<file path="config.mk">
export PLATFORM = sky130hd
export DESIGN_NAME = icache_fill_ctl_flat
export DESIGN_NICKNAME = d
export VERILOG_FILES = /design/src/rtl/icache_fill_ctl_pkg.sv /design/src/rtl/icache_fill_ctl_if.sv /design/src/rtl/icache_fill_rr_arb.sv /design/src/rtl/icache_fill_ctl.sv /design/src/flat_wrapper.sv
export SDC_FILE = /design/constraint.sdc
export NUM_CORES = 1
export LEC_CHECK = 0
export CAP_MARGIN = 20
export CORE_MARGIN = 1.5
export CORE_UTILIZATION = 53
export DETAILED_ROUTE_END_ITERATION = 8
export PLACE_DENSITY = 0.77
export REMOVE_ABC_BUFFERS = 1
export SLEW_MARGIN = 15
export SYNTH_ARGS = -nofsm -noshare
export SYNTH_HDL_FRONTEND = slang
export SYNTH_SLANG_ARGS = --single-unit
</file>
<file path="constraint.sdc">
create_clock -name clk -period 3.6 [get_ports clk]
set_input_delay 0.72 -clock clk [delete_from_list [all_inputs] [get_ports clk]]
set_output_delay 0.72 -clock clk [all_outputs]
set_load 0.005 [all_outputs]
</file>
<file path="src/rtl/icache_fill_ctl_pkg.sv">
// Shared definitions for the icache fill controller: FSM state encoding,
// thread count, beats per fill, watchdog default and small helpers.
// Optional feature macro: ICACHE_FILL_TIMEOUT_EN (fill-return watchdog).
package icache_fill_ctl_pkg;

  localparam int unsigned NUM_THR_DFLT   = 4;
  localparam int unsigned BEATS_PER_FILL = 2;
  localparam int unsigned TO_CYC_DFLT    = 255;

  typedef logic [1:0] thr_id_t;

  typedef enum logic [1:0] {
    S_IDLE = 2'd0,
    S_REQ  = 2'd1,
    S_RTN  = 2'd2,
    S_DONE = 2'd3
  } fill_state_e;

  // Lowest-index invalid way wins; with a full set the victim pointer is used.
  function automatic logic [3:0] pick_victim(input logic [3:0] valid,
                                             input logic [3:0] vp);
    logic [3:0] res;
    logic       found;
    res   = vp;
    found = 1'b0;
    for (int unsigned i = 0; i < 4; i++) begin
      if (!valid[i] && !found) begin
        res    = '0;
        res[i] = 1'b1;
        found  = 1'b1;
      end
    end
    return res;
  endfunction

  function automatic thr_id_t onehot_to_id(input logic [3:0] oh);
    thr_id_t id;
    id = '0;
    for (int unsigned i = 0; i < 4; i++) begin
      if (oh[i]) id = thr_id_t'(i);
    end
    return id;
  endfunction

  function automatic logic [3:0] id_to_onehot(input thr_id_t id);
    return 4'b0001 << id;
  endfunction

  function automatic logic [3:0] rotl4(input logic [3:0] v);
    return {v[2:0], v[3]};
  endfunction

endpackage

</file>
<file path="src/rtl/icache_fill_ctl_if.sv">
// L2 fill request/return bus between the icache fill controller (master)
// and the L2 side (slave).
interface icache_fill_ctl_if;
  import icache_fill_ctl_pkg::*;

  logic    l2_req_vld;
  logic    l2_req_rdy;
  thr_id_t l2_req_thr;
  logic    l2_rtn_vld;
  logic    l2_rtn_err;

  modport master (
    output l2_req_vld, l2_req_thr,
    input  l2_req_rdy, l2_rtn_vld, l2_rtn_err
  );

  modport slave (
    input  l2_req_vld, l2_req_thr,
    output l2_req_rdy, l2_rtn_vld, l2_rtn_err
  );

endinterface

</file>
<file path="src/rtl/icache_fill_rr_arb.sv">
// Four-requester round-robin arbiter: the search starts at ptr+1 (mod 4)
// and the first set request wins; gnt is one-hot or zero.
module icache_fill_rr_arb
  import icache_fill_ctl_pkg::*;
(
  input  logic [3:0] req,
  input  thr_id_t    ptr,
  output logic [3:0] gnt
);

  thr_id_t idx;

  // Rotating priority search; i == 4 wraps back to ptr itself.
  always_comb begin
    gnt = '0;
    idx = '0;
    for (int unsigned i = 1; i <= 4; i++) begin
      idx = ptr + thr_id_t'(i);
      if (req[idx] && (gnt == '0)) gnt[idx] = 1'b1;
    end
  end

endmodule

</file>
<file path="src/rtl/icache_fill_ctl.sv">
// Icache miss fill controller: arbitrates per-thread miss requests, issues
// one L2 fill at a time, writes two return beats into the victim way and
// signals completion to the requesting thread.
// Optional feature macro: ICACHE_FILL_TIMEOUT_EN adds a watchdog that forces
// an errored completion after TO_CYC cycles without a return beat.
module icache_fill_ctl
  import icache_fill_ctl_pkg::*;
#(
  parameter int unsigned NUM_THR = NUM_THR_DFLT,
  parameter int unsigned TO_CYC  = TO_CYC_DFLT
) (
  input  logic               clk,
  input  logic               rst_l,
  input  logic [NUM_THR-1:0] miss_req,
  input  logic [3:0]         valid_way_s1,
  output logic [NUM_THR-1:0] miss_ack,
  icache_fill_ctl_if.master  l2,
  output logic               fill_wen,
  output logic [3:0]         fill_way,
  output logic               fill_beat,
  output logic [NUM_THR-1:0] fill_done,
  output logic               fill_err,
  output logic               busy
);

  localparam logic LAST_BEAT = 1'(BEATS_PER_FILL - 1);

  if ((NUM_THR != 4) || (TO_CYC == 0) || (TO_CYC > 255)) begin : g_bad_cfg
    $error("icache_fill_ctl: NUM_THR must be 4 and TO_CYC must be 1..255");
  end

  fill_state_e state;
  thr_id_t     rr_ptr;
  thr_id_t     thr;
  logic [3:0]  victim;
  logic [3:0]  vp;
  logic        vp_used;
  logic        beat;
  logic        err;
  logic [3:0]  gnt;
  logic        to_hit;

  icache_fill_rr_arb u_arb (
    .req (miss_req),
    .ptr (rr_ptr),
    .gnt (gnt)
  );

  // The grant pulse must land in the IDLE cycle it is decided in, so it is
  // decoded from state rather than registered; rst_l keeps it low in reset.
  always_comb begin
    miss_ack = '0;
    if ((state == S_IDLE) && rst_l) miss_ack = gnt;
  end

`ifdef ICACHE_FILL_TIMEOUT_EN
  localparam logic [7:0] TO_LAST = 8'(TO_CYC - 1);
  logic [7:0] timer;

  // Fires on the TO_CYC-th consecutive RTN cycle without a return beat.
  always_comb begin
    to_hit = (state == S_RTN) && !l2.l2_rtn_vld && (timer == TO_LAST);
  end

  // Watchdog counts idle RTN cycles; any beat or other state clears it.
  always_ff @(posedge clk or negedge rst_l) begin
    if (!rst_l) begin
      timer <= '0;
    end else if ((state == S_RTN) && !l2.l2_rtn_vld) begin
      timer <= timer + 8'd1;
    end else begin
      timer <= '0;
    end
  end
`else
  // Without the watchdog RTN waits for its beats indefinitely.
  always_comb begin
    to_hit = 1'b0;
  end
`endif

  // Fill FSM with registered bus, write and completion outputs.
  always_ff @(posedge clk or negedge rst_l) begin
    if (!rst_l) begin
      state         <= S_IDLE;
      rr_ptr        <= 2'd3;
      vp            <= 4'b0001;
      thr           <= '0;
      victim        <= '0;
      vp_used       <= 1'b0;
      beat          <= 1'b0;
      err           <= 1'b0;
      l2.l2_req_vld <= 1'b0;
      l2.l2_req_thr <= '0;
      fill_wen      <= 1'b0;
      fill_way      <= '0;
      fill_beat     <= 1'b0;
      fill_done     <= '0;
      fill_err      <= 1'b0;
      busy          <= 1'b0;
    end else begin
      fill_wen  <= 1'b0;
      fill_done <= '0;
      fill_err  <= 1'b0;
      unique case (state)
        S_IDLE: begin
          if (gnt != '0) begin
            thr           <= onehot_to_id(gnt);
            victim        <= pick_victim(valid_way_s1, vp);
            vp_used       <= &valid_way_s1;
            beat          <= 1'b0;
            err           <= 1'b0;
            l2.l2_req_vld <= 1'b1;
            l2.l2_req_thr <= onehot_to_id(gnt);
            busy          <= 1'b1;
            state         <= S_REQ;
          end
        end
        S_REQ: begin
          if (l2.l2_req_rdy) begin
            l2.l2_req_vld <= 1'b0;
            state         <= S_RTN;
          end
        end
        S_RTN: begin
          // Write strobe trails its return beat by one cycle.
          if (l2.l2_rtn_vld) begin
            fill_wen  <= !l2.l2_rtn_err;
            fill_way  <= victim;
            fill_beat <= beat;
            err       <= err | l2.l2_rtn_err;
            beat      <= 1'b1;
            if (beat == LAST_BEAT) begin
              fill_done <= id_to_onehot(thr);
              fill_err  <= err | l2.l2_rtn_err;
              state     <= S_DONE;
            end
          end else if (to_hit) begin
            err       <= 1'b1;
            fill_done <= id_to_onehot(thr);
            fill_err  <= 1'b1;
            state     <= S_DONE;
          end
        end
        S_DONE: begin
          rr_ptr <= thr;
          if (vp_used) vp <= rotl4(vp);
          busy   <= 1'b0;
          state  <= S_IDLE;
        end
        default: state <= S_IDLE;
      endcase
    end
  end

endmodule

</file>
<file path="src/flat_wrapper.sv">
// flat-port wrapper written by rule: the top's interface ports become plain ports
module icache_fill_ctl_flat import icache_fill_ctl_pkg::*;
#(
  parameter int unsigned NUM_THR = NUM_THR_DFLT,
  parameter int unsigned TO_CYC  = TO_CYC_DFLT
)
  (clk, rst_l, miss_req, valid_way_s1, miss_ack, fill_wen, fill_way, fill_beat, fill_done, fill_err, busy, l2_l2_req_vld, l2_l2_req_thr, l2_l2_req_rdy, l2_l2_rtn_vld, l2_l2_rtn_err);
  icache_fill_ctl_if l2_i ();
  input  logic clk;
  input  logic rst_l;
  input  logic [NUM_THR-1:0] miss_req;
  input  logic [3:0] valid_way_s1;
  output logic [NUM_THR-1:0] miss_ack;
  output logic fill_wen;
  output logic [3:0] fill_way;
  output logic fill_beat;
  output logic [NUM_THR-1:0] fill_done;
  output logic fill_err;
  output logic busy;
  output wire logic [$bits(l2_i.l2_req_vld)-1:0] l2_l2_req_vld;
  output wire logic [$bits(l2_i.l2_req_thr)-1:0] l2_l2_req_thr;
  input wire logic [$bits(l2_i.l2_req_rdy)-1:0] l2_l2_req_rdy;
  input wire logic [$bits(l2_i.l2_rtn_vld)-1:0] l2_l2_rtn_vld;
  input wire logic [$bits(l2_i.l2_rtn_err)-1:0] l2_l2_rtn_err;
  assign l2_l2_req_vld = l2_i.l2_req_vld;
  assign l2_l2_req_thr = l2_i.l2_req_thr;
  assign l2_i.l2_req_rdy = l2_l2_req_rdy;
  assign l2_i.l2_rtn_vld = l2_l2_rtn_vld;
  assign l2_i.l2_rtn_err = l2_l2_rtn_err;
  icache_fill_ctl #(.NUM_THR(NUM_THR), .TO_CYC(TO_CYC)) u_core (.clk(clk), .rst_l(rst_l), .miss_req(miss_req), .valid_way_s1(valid_way_s1), .miss_ack(miss_ack), .l2(l2_i), .fill_wen(fill_wen), .fill_way(fill_way), .fill_beat(fill_beat), .fill_done(fill_done), .fill_err(fill_err), .busy(busy));
endmodule
</file>
==> load_flow_metrics.sql <==
INSERT INTO impl_metrics (metric_group, metric, value, unit) VALUES
('clock_network', 'h-tree-depth', '2', ''),
('synth', 'yosysSeqAreaShare', '39.7', '%'),
('placement', 'place_congestion', '0.899', ''),
('critical_path', 'worst_setup_path_end_kind', 'output pin', ''),
('power_and_ir_drop', 'design_power_total', '2.75', 'mW'),
('drt', 'routed_wirelength', '4960', 'µm'),
('clock_network', 'clk_latency', '330', 'ps'),
('placement', 'place.detailed.instances', '283', ''),
('timing', 'finalCritPeriodShare', '101', '%'),
('global_routing', 'global_route.usage.total', '26.4', '%'),
('critical_path', 'regToRegSetupSlack', '490', 'ps'),
('clock_network', 'tritoncts_buffers', '5', ''),
('critical_path', 'critical_path_required', '2880', 'ps'),
('min_path', 'worst_hold_path_type', 'flop to flop', ''),
('floorplanning', 'die_x', '62.9', 'µm'),
('global_routing', 'global_route_wire_length_before_repair', '8220', 'µm'),
('floorplanning', 'core_box_area', '0.00339', 'mm²'),
('synth', 'yosysUniqueCellTypes', '49', ''),
('floorplanning', 'die-height', '62.9', 'µm'),
('clock_network', 'cts_root_buffer', 'clkbuf_4', ''),
('global_routing', 'grt_pass1_vias', '1777', ''),
('synth', 'synthDominantAreaCellType', 'dfrtp_1', ''),
('placement', 'place.detailed.hpwl', '3710', 'µm'),
('synth', 'synth-seq-cells', '30', ''),
('clock_network', 'sink_count', '30', ''),
('power_and_ir_drop', 'power_density', '1040', 'mW/mm²'),
('timing', 'setup_total_negative_slack', '-123', 'ps'),
('timing', 'finalWorstSetupSlack', '-49.1', 'ps'),
('synth', 'synth.avg_cell_area', '10.4', 'µm²'),
('cells_and_area', 'syn2layout_area_growth', '39.1', '%'),
('global_routing', 'grt.overflow.total', '0', ''),
('critical_path', 'critical_path.max_fanout', '5', ''),
('drt', 'antenna_left', '0', ''),
('global_routing', 'antenna_found_initial', '0', ''),
('timing', 'fmaxAchievable', '274', 'MHz'),
('outcome', 'run_status', 'finished with violations', ''),
('drt', 'vias_per_cell', '5.87', ''),
('cells_and_area', 'fin_cells', '300', ''),
('clock_network', 'clock_transition_time_at_the_flip_flop_clock_pins_of_the_worst_setup_and_hold_paths', '90', 'ps'),
('drt', 'wl_per_cell', '16.5', 'µm'),
('timing', 'hold_violations', '0', ''),
('cells_and_area', 'drive_gt1_share', '34.6', '%'),
('clock_network', 'cts_max_path_buffers', '2', ''),
('drt', 'detailedRoute.firstIterationViolations', '86', ''),
('timing', 'worst_slew_margin_rel', '69.9', '%'),
('drt', 'drcViolationCount', '0', ''),
('floorplanning', 'boundaryPins', '32', ''),
('placement', 'place.port_buffers', '31', ''),
('power_and_ir_drop', 'leakage', '1.21', 'nW'),
('synth', 'synth_area', '0.00190', 'mm²'),
('drt', 'detailed_routing_iterations_pass_1', '4', ''),
('synth', 'synth_top_area_share', '35.5', '%'),
('outcome', 'violations', 'negative setup slack', ''),
('synth', 'top_area_cells_in_the_synthesized_netlist', 'dfrtp_1 (36%), ha_1 (8.6%), mux2_2 (7.7%)', ''),
('drt', 'via_count', '1760', ''),
('critical_path', 'timing.critical_path.arrival', '2930', 'ps'),
('run', 'drv.max_cap_violation_count', '0', ''),
('critical_path', 'crit_path_start_kind', 'flop', ''),
('global_routing', 'grt_max_degree', '31', ''),
('floorplanning', 'fp-row-count', '21', ''),
('cells_and_area', 'number_of_nets_in_the_layout', '280', ''),
('timing', 'finalClockSkew', '6.60', 'ps'),
('floorplanning', 'die_area', '0.00395', 'mm²'),
('cells_and_area', 'antenna-diode-count', '0', ''),
('timing', 'setup_viols_final', '3', ''),
('timing', 'timing_worst_slew_pin_value', '448', 'ps'),
('power_and_ir_drop', 'ir_worst_vdd', '0.707', 'mV'),
('timing', 'timing_max_transition_violations_final', '0', ''),
('placement', 'placedInstanceArea', '0.00244', 'mm²'),
('critical_path', 'timing_worst_setup_path_type', 'flop to output pin', ''),
('clock_network', 'cts_tree', 'built', ''),
('cells_and_area', 'layout.cell_area.non_filler', '0.00264', 'mm²'),
('timing', 'finalCriticalPeriod', '3650', 'ps'),
('floorplanning', 'start_util', '56.1', '%'),
('clock_network', 'cts_hold_buf', '0', ''),
('synth', 'synth_warnings', '0', ''),
('timing', 'rsz0062_at_grt', 'true', ''),
('synth', 'syn_inst', '183', '');
per-stage QoR:
| step | setup WS [ps] | hold slack, ps | utilization (%) |
|---|---|---|---|
| global route | -193 | 523 | 78.0 |
| CTS | -13.6 | 513 | 75.4 |
| global placement | -509 | 463 | 72.0 |
| floorplan | 324 | 424 | - |
| finish | -49.1 | 512 | 78.0 |
| detailed placement | -618 | 493 | 72.0 |
path summary, 6_finish.rpt:
check | from | endpoint | cells after the start
worst max-delay path | u_core.rr_ptr[0]$_DFFE_PN1P_ | miss_ack[0] | 10
worst min-delay path | u_core.fill_way[3]$_DFFE_PN0P_ | u_core.fill_way[3]$_DFFE_PN0P_ | 1
worst max register to register | u_core.rr_ptr[0]$_DFFE_PN1P_ | u_core.state[1]$_DFFE_PN0P_ | 11
worst min register to register | u_core.fill_way[3]$_DFFE_PN0P_ | u_core.fill_way[3]$_DFFE_PN0P_ | 1
max in group asynchronous | rst_l | u_core.rr_ptr[0]$_DFFE_PN1P_ | 2
min in group asynchronous | rst_l | u_core.thr[0]$_DFFE_PN0P_ | 2
worst max-delay path: stages (launching register included):
cell       delay [ps]
dfstp_2           580
inv_2              60
ha_4              260
mux4_2            380
buf_6             170
a22o_4            260
nor4_4            290
buf_4             160
o2111ai_2         100
a31oi_1           190
buf_2             130
kinds of logic after synthesis:
family,share of synthesized area (%)
AND/OR/NAND/NOR,16.1
buffers and inverters,2.76
AO/OA/AOI/OAI,18.9
multiplexers,14.0
adder cells (fa/ha/maj),8.56
flip-flops,39.7
registers in the layout (all words and copies together) (netlist names):
| name | cells |
|---|---|
| u_core.fill_beat | 1 |
| u_core.beat | 1 |
| u_core.err | 1 |
| u_core.l2.l2_req_vld | 1 |
| u_core.thr | 2 |
| u_core.busy | 1 |
| u_core.victim | 4 |
| u_core.fill_err | 1 |
| u_core.state | 2 |
| u_core.rr_ptr | 2 |
| u_core.vp_used | 1 |
| u_core.vp | 4 |
| u_core.fill_done | 4 |
| u_core.fill_wen | 1 |
| u_core.fill_way | 4 |
routing by layer:
layer | GRT usage, % | vias up | wire length [µm]
met5 | 0 | - | 0
met2 | 43.2 | 77 | 2360
met1 | 35.7 | 851 | 2260
li1 | - | 826 | -
met4 | 5.83 | 0 | 31
met3 | 5.95 | 6 | 304
Yosys cell counts (all sizes together):
master,count
a22oi,1
buf,1
nand3,9
nor3,5
nand4,1
dfrtp,27
nor4,1
mux4,4
o21ai,15
a21bo,3
a2111oi,1
a21o,1
mux2i,1
and4,1
or4,1
a32o,2
nand2b,1
dfstp,3
o221ai,1
a32oi,1
o211ai,2
a21oi,7
a21boi,5
mux2,14
a22o,1
or3,4
a221o,1
ha,13
a41oi,1
clkbuf,1
o31ai,1
nand2,20
or2,1
o2111ai,1
inv,10
nor2,12
a31oi,6
and3,2
and2,1
what timing repair did:
action,CTS,global route
pin swaps,8,7
gates resized for setup,29,9
endpoints found under the hold margin,0,0
setup endpoints to repair,4,4
setup buffers,5,5
layout by cell type (no fill, tap or decap), types with 5 or more instances in the layout:
master,instances
ha_1,12
clkdlybuf4s50_1,23
inv_1,8
nor3_1,5
o21ai_0,12
dlygate4sd2_1,5
a21oi_1,6
nand3_1,8
nor2_1,11
a31oi_1,6
dfrtp_1,27
buf_4,30
clkbuf_4,5
nand2_1,19
mux2_2,13
power breakdown:
group	internal, mW	switching [mW]
clock network	0.0699	0.109
logic	1.02	1.00
registers	0.456	0.0858
cell type report:
type	count	area [µm²]
sequential	30	754
fill	205	746
clock inverter	2	10.0
tap	46	57.6
inverter	10	37.5
multi-input combinational	141	1170
clock buffer	5	37.5
timing repair buffer	66	579
Note: power is estimated with default switching activity, not from simulation.
